File: config.mk
export PLATFORM = sky130hd
export DESIGN_NAME = pipeline_ctrl
export DESIGN_NICKNAME = d
export VERILOG_FILES = /design/src/rtl/pipeline_ctrl.sv
export SDC_FILE = /design/constraint.sdc
export NUM_CORES = 1
export LEC_CHECK = 0
export BUFFER_PORTS_ARGS = -buffer_cell sky130_fd_sc_hd__buf_4
export CAP_MARGIN = 25
export CORE_MARGIN = 3
export CORE_UTILIZATION = 45
export CTS_BUF_LIST = sky130_fd_sc_hd__clkbuf_4 sky130_fd_sc_hd__clkbuf_8
export DETAILED_ROUTE_END_ITERATION = 10
export PLACE_DENSITY = 0.77
export SLEW_MARGIN = 20
export SYNTH_ARGS = -nofsm -noshare
export SYNTH_HDL_FRONTEND = slang
export SYNTH_SLANG_ARGS = --single-unit
File: constraint.sdc
create_clock -name clk -period 9.5 [get_ports clk]
set_clock_uncertainty 0.05 [all_clocks]
set_input_delay 0.95 -clock clk [delete_from_list [all_inputs] [get_ports clk]]
set_output_delay 0.95 -clock clk [all_outputs]
set_load 0.02 [all_outputs]
File: src/rtl/pipeline_ctrl.sv
// In-order pipeline register chain with global freeze, load-use bubble insertion,
// redirect flush (deferred across a freeze) and retire/bubble counters.
module pipeline_ctrl #(
    parameter int NSTAGES     = 4,
    parameter int W           = 32,
    parameter int HZ_STAGE    = 1,
    parameter int FLUSH_DEPTH = 2
) (
    input  logic                 clk,
    input  logic                 rst,
    input  logic                 in_valid,
    input  logic [W-1:0]         in_data,
    output logic                 in_ready,
    input  logic                 mem_wait,
    input  logic                 hazard_stall,
    input  logic                 redirect,
    output logic [NSTAGES-1:0]   stage_valid,
    output logic [NSTAGES*W-1:0] stage_data,
    output logic                 out_valid,
    output logic [W-1:0]         out_data,
    output logic [31:0]          retire_count,
    output logic [31:0]          bubble_count
);

    logic [NSTAGES-1:0] valid_reg, valid_next;
    logic [W-1:0]       data_reg  [NSTAGES];
    logic [W-1:0]       data_next [NSTAGES];
    logic               flush_pending_reg, flush_pending_next;
    logic [31:0]        retire_count_reg, retire_count_next;
    logic [31:0]        bubble_count_reg, bubble_count_next;

    logic flush_now;
    logic stall_now;
    logic accept;

    // A flush outranks a hazard stall; both are meaningless while frozen.
    assign flush_now = !mem_wait && (redirect || flush_pending_reg);
    assign stall_now = !mem_wait && !flush_now && hazard_stall;
    assign in_ready  = !mem_wait && !hazard_stall && !redirect && !flush_pending_reg;
    assign accept    = in_valid && in_ready;

    always_comb begin
        valid_next         = valid_reg;
        flush_pending_next = flush_pending_reg;
        retire_count_next  = retire_count_reg;
        bubble_count_next  = bubble_count_reg;
        for (int i = 0; i < NSTAGES; i++) begin
            data_next[i] = data_reg[i];
        end

        if (mem_wait) begin
            // Remember a redirect seen during the freeze so it fires exactly once later.
            flush_pending_next = flush_pending_reg || redirect;
        end else begin
            flush_pending_next = 1'b0;
            if (valid_reg[NSTAGES-1]) begin
                retire_count_next = retire_count_reg + 32'd1;
            end
            if (flush_now || stall_now) begin
                bubble_count_next = bubble_count_reg + 32'd1;
            end

            valid_next[0] = accept;
            data_next[0]  = accept ? in_data : '0;
            for (int i = 1; i < NSTAGES; i++) begin
                valid_next[i] = valid_reg[i-1];
                data_next[i]  = data_reg[i-1];
            end

            if (flush_now) begin
                for (int i = 0; i < FLUSH_DEPTH; i++) begin
                    valid_next[i] = 1'b0;
                    data_next[i]  = '0;
                end
            end else if (stall_now) begin
                for (int i = 0; i < HZ_STAGE; i++) begin
                    valid_next[i] = valid_reg[i];
                    data_next[i]  = data_reg[i];
                end
                valid_next[HZ_STAGE] = 1'b0;
                data_next[HZ_STAGE]  = '0;
            end
        end
    end

    always_ff @(posedge clk or posedge rst) begin
        if (rst) begin
            valid_reg         <= '0;
            flush_pending_reg <= 1'b0;
            retire_count_reg  <= '0;
            bubble_count_reg  <= '0;
            for (int i = 0; i < NSTAGES; i++) begin
                data_reg[i] <= '0;
            end
        end else begin
            valid_reg         <= valid_next;
            flush_pending_reg <= flush_pending_next;
            retire_count_reg  <= retire_count_next;
            bubble_count_reg  <= bubble_count_next;
            for (int i = 0; i < NSTAGES; i++) begin
                data_reg[i] <= data_next[i];
            end
        end
    end

    for (genvar gi = 0; gi < NSTAGES; gi++) begin : g_stage_out
        assign stage_data[gi*W +: W] = data_reg[gi];
    end

    assign stage_valid  = valid_reg;
    assign out_valid    = valid_reg[NSTAGES-1];
    assign out_data     = data_reg[NSTAGES-1];
    assign retire_count = retire_count_reg;
    assign bubble_count = bubble_count_reg;

endmodule

* Word level (Yosys, flattened, before mapping)
Index checks and enable logic that the tools add are counted.
** Word-level totals
- Register bits :: 197
- Bits in latches :: 0
- Bits in writable memories :: 0
- Bits in read-only memories :: 0
- Bits of input ports :: 38
- Output and inout bits :: 230
- Word-level logic and storage cells :: 36
- Memories :: 0
** Operators by class
- Add/sub/neg operators :: 2
- Multipliers :: 0
- Div/mod/pow operators :: 0
- $lt $le $gt $ge :: 0
- Equal/unequal tests :: 1
- Shift-type cells :: 0
- Muxes and demuxes :: 6
- Bitwise operators :: 1
- Reduce and logical (&&, ||, !) cells :: 17
** Operators with widths (number)
- $mux 64 :: 2
- $add 32x1->32 const B :: 2
- $mux 32 :: 1
- $logic_and 1x1->1 :: 7
- $reduce_and 2->1 :: 3
- $logic_not 1->1 :: 5
- $mux 2 :: 2
- $logic_or 1x1->1 :: 2
- $ne 2x2->1 const B :: 1
- $mux 1 :: 1
- $not 1->1 :: 1

* Logic depth before layout (Yosys ltp)
- Depth in word-level cells :: 8
- Gate-level depth with buffers :: 6
- Depth with buffers taken out :: 5

* Worst setup path after synthesis
No wires, ideal clock.
- Kind :: input to output
- Start :: in mem_wait
- End :: out in_ready
- Data arrival time :: 2.055 ns
- Required time :: 8.500 ns
- Setup slack :: 6.445 ns
- Stages :: 3
- Buffers on the path :: 2
- Cell sequence :: clkbuf_1 nor4_2 clkbuf_1
** On the way
- Longest elaborated chain between the ends :: 4
** Ends and longest elaborated chain
- start, declared :: RTL line 14 : input logic mem_wait,
- $logic_not 1->1 :: RTL line 39 : assign in_ready = !mem_wait && !hazard_stall && !redirect && !flush_pending_reg;
- $logic_and 1x1->1 (3 in a row) :: RTL line 39
- end, declared :: RTL line 13 : output logic in_ready,
No other way between the ends.

* Worst setup path in the final report
Same ends and word-level chain as after synthesis.

==> results_dict.tcl <==
set metrics [dict create \
    status "completed" \
    max_cap_viol_count 0 \
    die_area_sq_um 19240 \
    hold_start "retire_count[31]" \
    via_count 5655 \
    synth.net_count 619 \
    synth_cells 579 \
    antenna_found_initial 0 \
    fmax_ghz 0.2694 \
    pwr_density_cell_nw_per_um2 156.8 \
    critPathLaunchType "input pin" \
    grt_usage 0.1997 \
    cts_setup_buffers 0 \
    ys_seq_area_frac 0.6219 \
    hold_violations 0 \
    fin_nets 853 \
    cp_max_fo 74 \
    irDropWorstVdd_mv 0.1098 \
    start_util 0.4680 \
    clock_sinks 197 \
    drive_above_1_share 0.4649 \
    period_share 0.3907 \
    postSynth.asyncResetShare 1.000 \
    place.port_buffers 267 \
    route.detailed.vias_per_inst 5.406 \
    ios 268 \
    ys_types 30 \
    grt_pass1_vias 5828 \
    syn_to_final_growth_pct 30.78 \
    crit_type "input pin to output pin" \
    cp_cell_sequence "buf_4 -> buf_4 -> nor4_4 -> buf_4 -> buf_4" \
    ys_seq_elements 197 \
    rsz0062_at_grt "false" \
    placed_cell_area_sq_um 9923 \
    num_antenna_cells 0 \
    drc_errors 0 \
    drt_iter0_markers 235 \
    fp.dieH_um 138.7 \
    cp.required_ns 8.50 \
    tns_ns 0 \
    multi_input_area_sq_um 2651 \
    firstDrtPassIters 5 \
    wl_per_cell_um 18.52 \
    wirelength_um 19370 \
    synth_edf_count 0 \
    post-dp-hpwl_um 13700 \
    design_area_sq_um 10370 \
    whs_endpoint "retire_count[31]" \
    cts_resized 0 \
    htree_levels 4 \
    reg2reg_depth 5 \
    ys_warn_count 0 \
    fillerInstances 1366 \
    ys.flop_type "dfrtp_1" \
    grt_start_max_net_pins 118 \
    cp.arrival_ns 2.71 \
    core_area_sq_um 16940 \
    grt_pass1_wl_um 31280 \
    die_w_um 138.7 \
    syn-cell-area_sq_um 7926 \
    largest_register_ffs 96 \
    rr_startpoint "flush_pending_reg" \
    gp_congestion 0.8290 \
    final_antenna_net_count 0 \
    cts_buffers 17 \
    p_total_w 0.001625 \
    path_clk_slew_ns 0.10 \
    synth.avg_cell_area_sq_um 13.69 \
    clkLatencyLatePin_ns 0.45 \
    relSlewSlack 0.4221 \
    cpMaxStageDelayCell "buf_4" \
    p_leak_nw 5.437 \
    hold_class "register to register" \
    synth_area_leaders "dfrtp_1, mux2_2, a22o_1, xnor2_1, buf_4" \
    worst_slew_pin_slew_ns 0.8669 \
    synth.top_cell.area_share 0.6219 \
    critPathMaxStageDelay_ns 0.75 \
    rows 47 \
    slew_violations 0 \
    crit_path_frequent_cell "buf_4" \
    hold_path_depth 1 \
    period_needed_ns 3.711 \
    cts_tree "built" \
    regArea_sq_um 4930 \
    crit_path_end_kind "output pin" \
    yosysTopAreaCell "dfrtp_1" \
    cts_hold_buf 0 \
    setup_violations 0 \
    ff2ff_setup_slack_ns 7.22 \
    cts_buffer_depth 2 \
    r2r-end "stage_data[24]" \
    gr-total-overflow 0 \
    cts_root_buffer "clkbuf_8" \
]
## stage by stage
| stage | instances | utilization | worst slack, ns | hold WS [ns] |
|---|---|---|---|---|
| floorplan | 579 | - | 3.131 | 0.5074 |
| global placement | 1013 | 0.5856 | 5.790 | 0.4154 |
| detailed placement | 1013 | 0.5859 | 5.747 | 0.4229 |
| CTS | 1045 | 0.6104 | 5.743 | 0.4367 |
| global route | 1046 | 0.6121 | 5.626 | 0.4614 |
| finish | 1046 | 0.6121 | 5.789 | 0.4341 |
## cells in the final DEF, fill, tap and decap left out, types with 3 or more instances in the layout
| cell | synthesis | final |
|---|---|---|
| dfrtp_1 | 197 | 197 |
| nand2_1 | 19 | 19 |
| clkbuf_8 | 0 | 19 |
| nor2_1 | 10 | 10 |
| and3_1 | 12 | 12 |
| buf_4 | 33 | 274 |
| nand4b_1 | 3 | 3 |
| nor4_1 | 4 | 4 |
| nand3_1 | 19 | 19 |
| nand4_1 | 27 | 27 |
| and4_1 | 6 | 6 |
| xnor2_1 | 48 | 48 |
| xor2_1 | 14 | 14 |
| mux2_2 | 68 | 68 |
| nor3_1 | 6 | 5 |
| a22o_1 | 65 | 65 |
| and2_1 | 2 | 3 |
| clkinv_4 | 0 | 5 |
## how the worst max path moves through the flow
| stage | from | slack, ns | cells past startpoint | end |
|---|---|---|---|---|
| 2_1_floorplan | rst | 3.13 | 1 | bubble_count[0] |
| 3_3_place_gp | mem_wait | 5.79 | 5 | in_ready |
| 3_5_place_dp | mem_wait | 5.75 | 5 | in_ready |
| 4_1_cts | mem_wait | 5.74 | 5 | in_ready |
| 5_1_grt | mem_wait | 5.63 | 5 | in_ready |
| 6_report | mem_wait | 5.79 | 5 | in_ready |
## report_power, final
| group | internal [W] | switching [W] | leakage (nW) |
|---|---|---|---|
| clock network | 0.000256 | 0.000296 | 0.209 |
| logic | 0.0000740 | 0.0000982 | 2.50 |
| registers | 0.000864 | 0.0000364 | 2.73 |
## layout make-up
| cell class | count | area share |
|---|---|---|
| Tap cell | 220 | 0.02655 |
| Inverter | 3 | 0.001810 |
| Sequential cell | 197 | 0.4756 |
| Clock inverter | 12 | 0.01400 |
| Timing Repair Buffer | 275 | 0.2004 |
| Multi-Input combinational cell | 319 | 0.2558 |
| Clock buffer | 20 | 0.02595 |
## synthesized netlist by cell type (3+ instances only)
| cell type | instances |
|---|---|
| nor2_1 | 10 |
| nor4_1 | 4 |
| nand2_1 | 19 |
| and3_1 | 12 |
| dfrtp_1 | 197 |
| inv_1 | 3 |
| nand4b_1 | 3 |
| clkbuf_1 | 20 |
| mux2_2 | 68 |
| xnor2_1 | 48 |
| and4_1 | 6 |
| buf_4 | 33 |
| nand3_1 | 19 |
| nor3_1 | 6 |
| a22o_1 | 65 |
| xor2_1 | 14 |
| nand4_1 | 27 |
| buf_2 | 6 |
## critical path, delay by kind of cell
family | cells | cell delay (ns)
AND/OR/NAND/NOR | 1 | 0.10
buffers and inverters | 4 | 1.61
## logic make-up after synthesis
logic type                 count (synthesis)  synth area share
DFF                                      197            0.6219
and+or+nand+nor                          120           0.08966
muxes                                     68           0.09661
AOI/OAI and AO/OA                         67           0.07372
buffers and inverters                     63           0.04641
xor gates and xnor gates                  62           0.06851
adders and majority gates                  2          0.003157
## routing by layer
layer  GRT usage  vias to the layer above  routed length, um
met5           0                        -                  0
met4     0.05870                        0                338
met3     0.06759                       24               1588
met2      0.3271                      248               9426
met1      0.2547                     2849               8020
li1            -                     2534                  -
Note: power is estimated with default switching activity, not from simulation.
